<file path="src/rtl/wb_hold_queue.sv">
// rtl/wb_hold_queue.sv - in-order writeback hold queue with youngest-match forwarding
module wb_hold_queue #(
    parameter int XLEN   = 64,
    parameter int DEPTH  = 4,
    parameter int INS_W  = 32,
    parameter int CSR_AW = 12,
    parameter int CNT_W  = $clog2(DEPTH + 1)
) (
    input  logic              clk,
    input  logic              rst,
    input  logic              flush,
    input  logic              enq_valid,
    output logic              enq_ready,
    input  logic [INS_W-1:0]  enq_ins,
    input  logic              enq_rd_we,
    input  logic [4:0]        enq_rd,
    input  logic [XLEN-1:0]   enq_rd_data,
    input  logic              enq_csr_we,
    input  logic [CSR_AW-1:0] enq_csr_addr,
    input  logic [XLEN-1:0]   enq_csr_data,
    output logic              deq_valid,
    input  logic              deq_ready,
    output logic [INS_W-1:0]  deq_ins,
    output logic              deq_rd_we,
    output logic [4:0]        deq_rd,
    output logic [XLEN-1:0]   deq_rd_data,
    output logic              deq_csr_we,
    output logic [CSR_AW-1:0] deq_csr_addr,
    output logic [XLEN-1:0]   deq_csr_data,
    input  logic [4:0]        fwd_rs,
    output logic              fwd_hit,
    output logic [XLEN-1:0]   fwd_data,
    output logic [CNT_W-1:0]  count,
    output logic              full,
    output logic              empty,
    output logic              err_ovf
);
    localparam int PTR_W = $clog2(DEPTH);

    logic [INS_W-1:0]  r_ins      [DEPTH];
    logic              r_rd_we    [DEPTH];
    logic [4:0]        r_rd       [DEPTH];
    logic [XLEN-1:0]   r_rd_data  [DEPTH];
    logic              r_csr_we   [DEPTH];
    logic [CSR_AW-1:0] r_csr_addr [DEPTH];
    logic [XLEN-1:0]   r_csr_data [DEPTH];

    logic [PTR_W-1:0]  r_wr_ptr;
    logic [PTR_W-1:0]  r_rd_ptr;
    logic [CNT_W-1:0]  r_count;
    logic              r_ovf;

    logic              w_full;
    logic              w_empty;
    logic              w_push;
    logic              w_pop;
    logic [PTR_W-1:0]  w_fwd_idx;

    assign w_full    = (r_count == CNT_W'(DEPTH));
    assign w_empty   = (r_count == '0);
    assign w_push    = enq_valid && !w_full;
    assign w_pop     = deq_ready && !w_empty;

    assign enq_ready = !w_full;
    assign deq_valid = !w_empty;
    assign count     = r_count;
    assign full      = w_full;
    assign empty     = w_empty;
    assign err_ovf   = r_ovf;

    always_ff @(posedge clk or negedge rst) begin
        if (!rst) begin
            r_wr_ptr <= '0;
            r_rd_ptr <= '0;
            r_count  <= '0;
            r_ovf    <= 1'b0;
            for (int i = 0; i < DEPTH; i++) begin
                r_ins[i]      <= '0;
                r_rd_we[i]    <= 1'b0;
                r_rd[i]       <= '0;
                r_rd_data[i]  <= '0;
                r_csr_we[i]   <= 1'b0;
                r_csr_addr[i] <= '0;
                r_csr_data[i] <= '0;
            end
        end else if (flush) begin
            r_wr_ptr <= '0;
            r_rd_ptr <= '0;
            r_count  <= '0;
            r_ovf    <= 1'b0;
        end else begin
            if (w_push) begin
                r_ins[r_wr_ptr]      <= enq_ins;
                // x0 is never written, so a record targeting it must not forward
                r_rd_we[r_wr_ptr]    <= enq_rd_we && (enq_rd != 5'd0);
                r_rd[r_wr_ptr]       <= enq_rd;
                r_rd_data[r_wr_ptr]  <= enq_rd_data;
                r_csr_we[r_wr_ptr]   <= enq_csr_we;
                r_csr_addr[r_wr_ptr] <= enq_csr_addr;
                r_csr_data[r_wr_ptr] <= enq_csr_data;
                r_wr_ptr             <= r_wr_ptr + PTR_W'(1);
            end
            if (w_pop) begin
                r_rd_ptr <= r_rd_ptr + PTR_W'(1);
            end
            if (w_push && !w_pop) begin
                r_count <= r_count + CNT_W'(1);
            end else if (!w_push && w_pop) begin
                r_count <= r_count - CNT_W'(1);
            end
            if (enq_valid && w_full) begin
                r_ovf <= 1'b1;
            end
        end
    end

    always_comb begin
        deq_ins      = '0;
        deq_rd_we    = 1'b0;
        deq_rd       = '0;
        deq_rd_data  = '0;
        deq_csr_we   = 1'b0;
        deq_csr_addr = '0;
        deq_csr_data = '0;
        if (!w_empty) begin
            deq_ins      = r_ins[r_rd_ptr];
            deq_rd_we    = r_rd_we[r_rd_ptr];
            deq_rd       = r_rd[r_rd_ptr];
            deq_rd_data  = r_rd_data[r_rd_ptr];
            deq_csr_we   = r_csr_we[r_rd_ptr];
            deq_csr_addr = r_csr_addr[r_rd_ptr];
            deq_csr_data = r_csr_data[r_rd_ptr];
        end
    end

    // Walk oldest to youngest so a later (younger) match overrides an earlier one
    always_comb begin
        fwd_hit   = 1'b0;
        fwd_data  = '0;
        w_fwd_idx = '0;
        for (int k = 0; k < DEPTH; k++) begin
            w_fwd_idx = r_rd_ptr + PTR_W'(k);
            if ((CNT_W'(k) < r_count) && (fwd_rs != 5'd0) &&
                r_rd_we[w_fwd_idx] && (r_rd[w_fwd_idx] == fwd_rs)) begin
                fwd_hit  = 1'b1;
                fwd_data = r_rd_data[w_fwd_idx];
            end
        end
    end
endmodule
</file>
<file path="config.mk">
export PLATFORM = sky130hd
export DESIGN_NAME = wb_hold_queue
export DESIGN_NICKNAME = d
export VERILOG_FILES = /design/src/rtl/wb_hold_queue.sv
export SDC_FILE = /design/constraint.sdc
export NUM_CORES = 1
export LEC_CHECK = 0
export CAP_MARGIN = 20
export CORE_ASPECT_RATIO = 1.2
export CORE_MARGIN = 2
export CORE_UTILIZATION = 63
export CTS_BUF_LIST = sky130_fd_sc_hd__clkbuf_8
export CTS_CLUSTER_SIZE = 12
export DETAILED_ROUTE_END_ITERATION = 7
export PLACE_DENSITY = 0.92
export SLEW_MARGIN = 0
export SYNTH_ARGS = -nofsm -noshare
export SYNTH_HDL_FRONTEND = slang
export SYNTH_SLANG_ARGS = --single-unit
</file>
<file path="constraint.sdc">
create_clock -name clk -period 8.2 [get_ports clk]
set_input_delay 1.64 -clock clk [delete_from_list [all_inputs] [get_ports clk]]
set_output_delay 1.64 -clock clk [all_outputs]
set_load 0.02 [all_outputs]
</file>
==> metrics.md, run 1 <==
| Metric | Value |
|---|---|
| H-tree lvl count | 3 |
| Site Rows | 100 |
| Outcome | finished clean |
| Worst-path cell chain | buf_4 -> mux4_2 -> xnor2_1 -> nand4_1 -> nor3_2 -> buf_4 -> a211oi_1 -> o31ai_1 -> clkdlybuf4s50_1 |
| Number of buffers created by CTS | 111 |
| Register share of total power | 0.347 |
| Hold-fix buffers at CTS | 0 |
| Logic pwr share | 0.482 |
| Area Growth Syn to Fin | 18.1% |
| Share of cells above drive strength 1 | 0.337 |
| Total chip power | 18.0 mW |
| Max incr delay on CP | 1.02 ns |
| Starting DRT DRC Count | 2236 |
| Rel. slew slack | 0.230 |
| Cell count after synthesis | a little over 3000 |
| CP Max Fanout | 81 |
| CP Buf/Inv Count | 3 |
| Leakage | about 20 nW |
| Post-Route WL | about 110000 microns |
| Peak supply drop | 0.000269 V |
| Worst Hold Class | reg -> reg |
| Avg Inst Size Synth | between 10 and 15 sq um |
| Yosys top cell by area | dfrtp_1 |
| Post-Place Worst Slack | 1.27 ns |
| DIE WIDTH | 232 microns |
| Critical Path End Type | output port |
| Die area | approximately 64000 sq um |
| Clock period minus worst slack | approximately 7.3 ns |
| All-Layer GR Usage | 0.331 |
| Synth cell count leaders | mux2_2, dfrtp_1, and2_1 |
| CTS tree | built |
| Clock power share | 0.171 |
| Post-Syn Nets | 3288 |
| Remaining Overflow, GRT | 0 |
| Power per cell area | between 300 and 400 nW/um^2 |
| Register area share after synthesis | 0.462 |
| RSZ-0062 raised after global routing | no |
| Critical path type | reg -> out |
| CTS resizes | 0 |
| Global-route wire length before repair | about 170000 microns |
| Clk buf depth | 3 |
| Ports | 441 |
| Maxcap violations | 0 |
| Multi-input logic area | between 15000 and 20000 sq um |
| Clk Latency, worst-skew pair | 0.73 ns |
| Register bit count reported by yosys | 724 |
| GP Congestion | 0.905 |
| Chip Height | around 280 microns |
| # nets final | 3615 |
| # port buffers | 440 |
| Nature of the critical path startpoint | flip-flop |
| # setup viols final | 0 |
| Clock Tree Root | clkbuf_8 |
| Switching Share | 0.384 |
| DR DRC count | 0 |
| Synth Cell Area | between 30000 and 40000 sq um |
| Main flop type after synthesis | dfrtp_1 |
| Final count of hold timing violations | 0 |
| Final Skew | 0.0289 ns |
| CTS clk-pin slew, worst paths | 0.06 ns |
| Synth top area share | 0.462 |
| Dpl hpwl | ~66000 microns |
| Slew @ Worst Pin | 1.15 ns |
| Vias per std cell | 6.47 |
| Slew Limit Fails | 0 |
| Achievable frequency | between 100 and 150 MHz |
| Largest cells by area after synthesis | dfrtp_1, mux2_2, mux4_2, mux2i_1, and2_1 |
| Starting Density | 0.635 |
| Fin util | 0.749 |
| Fillers | 3747 |
| Crit path DAT | 5.65 ns |
| Via count | 28000 |
| Post-route ant nets | 0 |
| Data required, critical path | 6.56 ns |
| Post-CTS setup buffers | 0 |
| Initial antenna violation count | 21 |
| Yosys warns | 0 |
| Core area | roughly 62000 sq um |
| Crit path max-delay family | buffers and inverters |
| Worst hold margin | 0.501 ns |
| Initial DRT Pass Iterations | 6 |
| WL per Instance | 24.4 microns |
| Net Sw Power | 6.92 mW |
| Number of synthesized flops with an enable pin | 0 |
| Ys async rst share | 1.00 |
| Final setup margin | 0.907 ns |
| Critical Path Slowest Stage Cell | dfrtp_4 |
| Final period util | 0.889 |
| Count of cell types in the netlist | 50 |
| Cell-internal power | about 11 mW |
| Count leader, synth | mux2_2 |
| Sequential cell area | 18100 sq um |
| Largest net degree at the start of global routing | 200 |
| Clock Sinks | slightly above 700 |
| Vias in the first global route | 30300 |
| Setup tns final | 0 ns |
| Most numerous cell on the critical path | buf_4 |
sequential cells by signal (all words and copies together) (netlist names):
signal and cells:
err_ovf 1, r_rd 20, r_csr_addr 48, r_rd_data 256, r_csr_we 4, count 3
r_rd_ptr 2, r_ins 128, r_wr_ptr 2, r_rd_we 4, r_csr_data 256
worst paths after layout:
kind / from / to / slack [ns] / depth (start not counted)
max: r_rd_ptr[0] / fwd_data[7] / 0.91 / 9
min: r_csr_data[103] / r_csr_data[103] / 0.50 / 1
max reg2reg: count[1] / r_rd_data[31] / 3.65 / 9
min reg2reg: r_csr_data[103] / r_csr_data[103] / 0.50 / 1
max in group asynchronous: rst / r_csr_addr[11] / 5.50 / 2
min in group asynchronous: rst / r_rd_data[233] / 0.97 / 1
cell families after synthesis:
family / Yosys count / synth area share
simple gates: 556 / 0.0710
mux: 1098 / 0.347
xor+xnor: 25 / 0.00558
flops: 724 / 0.462
fa+ha+maj: 8 / 0.00255
buf+inv: 271 / 0.0299
compound gates: 409 / 0.0822
placed cells by master, fill, tap and decap left out, types with 4 or more instances in the layout:
master,instances
inv_1,44
a21oi_1,130
o31a_1,4
a221oi_1,5
xnor2_1,21
nor2b_1,6
bufinv_16,5
inv_8,4
nor2_1,78
clkdlybuf4s50_1,439
a2111oi_2,59
mux4_2,131
o21ai_0,7
nand2_4,4
buf_12,11
nand2_1,200
a211oi_1,63
diode_2,12
mux2_2,776
nor3_1,7
o31ai_1,60
mux2i_1,191
nand4_1,4
and2_1,241
dfrtp_1,722
buf_4,27
clkinv_2,12
o211ai_1,64
ha_1,8
clkbuf_8,136
xor2_1,4
through the flow:
step / area, sq um / instances
final: 46300 / 4330
after global routing: 46300 / 4328
after CTS: 46300 / 4318
after detailed placement: 44000 / 4121
after global placement: 44000 / 4121
after floorplan: 39200 / 3091
per-layer routing:
| layer | GRT usage | vias up | part of all wire |
|---|---|---|---|
| li1 | - | 12100 | - |
| met3 | 0.0846 | 288 | 0.083 |
| met5 | 0 | - | 0.0012 |
| met1 | 0.398 | 14300 | 0.37 |
| met2 | 0.556 | 1258 | 0.51 |
| met4 | 0.161 | 20 | 0.040 |
power by group through the flow:
| stage | Sequential [mW] | Combinational [mW] | Clock [mW] |
|---|---|---|---|
| finish | 6.26 | 8.69 | 3.08 |
| global route | 6.41 | 9.23 | 3.31 |
| CTS | 6.21 | 8.65 | 3.14 |
| detailed placement | 6.24 | 8.56 | 0 |
| global placement | 5.99 | 8.24 | 0 |
| floorplan | 5.80 | 5.85 | 0 |
cell type report:
class / count / area share
Timing Repair Buffer: 478 / 0.104
Inverter: 7 / 0.000729
Clock buffer: 136 / 0.0404
Antenna cell: 12 / 0.000648
Sequential cell: 724 / 0.391
Clock inverter: 61 / 0.00924
Tap cell: 816 / 0.0220
Multi-Input combinational cell: 2096 / 0.431
worst register-to-register path: stages, from the launching register on:
cell	delay, ns
dfrtp_1	0.53
inv_1	0.22
ha_1	0.30
nand2_1	0.28
nand2_1	0.33
nor2_1	0.23
nand2_4	0.71
buf_4	0.49
buf_4	0.86
mux2_2	0.51
No activity file was read; power rests on OpenSTA's default activity.
==> run 2: changes to the inputs <==
Settings changed: PLACE_DENSITY 0.92 to 0.95.
==> metrics.md, run 2 (synthesis gave the netlist of run 1 again) <==
| Metric | Value |
|---|---|
| Outcome | finished clean |
| Post-CTS setup buffers | 0 |
| All-Layer GR Usage | 0.338 |
| Die area | between 60000 and 70000 sq um |
| Starting Density | 0.635 |
| Remaining Overflow, GRT | 0 |
| Most common cell after layout, fill and taps aside | mux2_2 |
| # setup viols final | 0 |
| # nets final | about 3600 |
| WL per Instance | 24.9 microns |
| CTS tree | built |
| RSZ-0062 raised after global routing | no |
| Number of buffers created by CTS | 109 |
| Initial DRT Pass Iterations | 5 |
| Clock Sinks | 724 |
| Clock period minus worst slack | 7.17 ns |
| Slew @ Worst Pin | 1.11 ns |
| Setup tns final | 0 ns |
| Fin util | 0.751 |
| Global-route wire length before repair | 170000 microns |
| Rel. slew slack | 0.259 |
| Vias in the first global route | 29800 |
| Post-Route WL | 108000 microns |
| Power per cell area | around 390 nW/um^2 |
| Data required, critical path | 6.56 ns |
| Critical path type | in -> out |
| Worst Hold Class | reg -> reg |
| Initial antenna violation count | 18 |
| Site Rows | 100 |
| H-tree lvl count | 3 |
| Clk buf depth | 3 |
| Dpl hpwl | 64700 microns |
| Total chip power | 18.2 mW |
| Largest net degree at the start of global routing | 187 |
| Crit path DAT | 5.53 ns |
| Final count of hold timing violations | 0 |
| Final period util | 0.874 |
| Clock Tree Root | clkbuf_8 |
| Core area | 61800 sq um |
| GP Congestion | 0.851 |
| Post-route ant nets | 0 |
| Share of cells above drive strength 1 | 0.340 |
| CTS resizes | 0 |
| Biggest regs | r_csr_data x256, r_rd_data x256, r_ins x128 |
| Vias per std cell | around 6.5 |
| Chip Height | 277 microns |
| DIE WIDTH | 232 microns |
| Area Growth Syn to Fin | 18.3% |
| Peak supply drop | 0.000293 V |
| Leading cell types in the layout, fill and taps excluded | mux2_2, dfrtp_1, clkdlybuf4s50_1, and2_1, nand2_1 |
| Critical Path End Type | output port |
| Nature of the critical path startpoint | primary input |
| Achievable frequency | 140 MHz |
| Via count | 28100 |
| CP Max Fanout | 22 |
| Hold-fix buffers at CTS | 0 |
| Slew Limit Fails | 0 |
| Worst hold margin | 0.501 ns |
| Final Skew | 0.0379 ns |
| CTS clk-pin slew, worst paths | 0.07 ns |
| Starting DRT DRC Count | ~2300 |
| Ports | 441 |
| Leakage | 19.5 nW |
| Fillers | between 3000 and 4000 |
| Placed cell count | 4125 |
| # port buffers | 440 |
| Clk Latency, worst-skew pair | 0.74 ns |
| Fin cells | 4334 |
| Maxcap violations | 0 |
| DR DRC count | 0 |
-- run 2: per-layer routing --
layer / share of wire / track usage / vias to the layer above
met2: 0.50 / 0.565 / 1314
met5: 0.00095 / 0 / -
li1: - / - / 12100
met3: 0.078 / 0.0768 / 312
met4: 0.041 / 0.147 / 16
met1: 0.38 / 0.423 / 14400
-- run 2: worst paths after layout --
path	from	slack [ns]	end	depth (start not counted)
setup / recovery	fwd_rs[1]	1.03	fwd_data[9]	9
setup reg to reg	count[1]	4.17	r_csr_data[139]	8
hold reg to reg	r_csr_data[94]	0.50	r_csr_data[94]	1
min in group asynchronous	rst	1.03	r_csr_data[255]	1
hold / removal	r_csr_data[94]	0.50	r_csr_data[94]	1
max in group asynchronous	rst	5.41	r_csr_data[139]	3
-- run 2: power breakdown --
group | internal (mW) | total, mW | switching [mW]
clock | 1.67 | 3.14 | 1.47
combinational | 4.30 | 8.71 | 4.41
sequential | 5.15 | 6.30 | 1.16
-- run 2: layout make-up --
type                       instances  area (sq um)  share of cell area
timing repair buffer             482          4900               0.106
clock buffer                     136          1870              0.0403
sequential                       724         18100               0.391
antenna                           11          27.5            0.000593
tap                              816          1020              0.0220
clock inverter                    62           454             0.00979
inverter                           7          33.8            0.000728
multi-input combinational       2096         20000               0.430
-- run 2: per-stage QoR --
stage	cell area, sq um	worst slack (ns)
finish	46400	1.03
global route	46400	0.971
CTS	46400	1.12
detailed placement	44100	1.15
global placement	44100	1.20
floorplan	39200	2.60
-- run 2: worst max-delay path, stage by stage --
cell	delay [ns]
clkdlybuf4s50_1	0.54
or4_1	0.63
nor2_1	0.26
a2111oi_2	0.11
a211oi_4	0.83
buf_12	0.27
a211oi_1	0.10
o31ai_1	0.43
clkdlybuf4s50_1	0.69
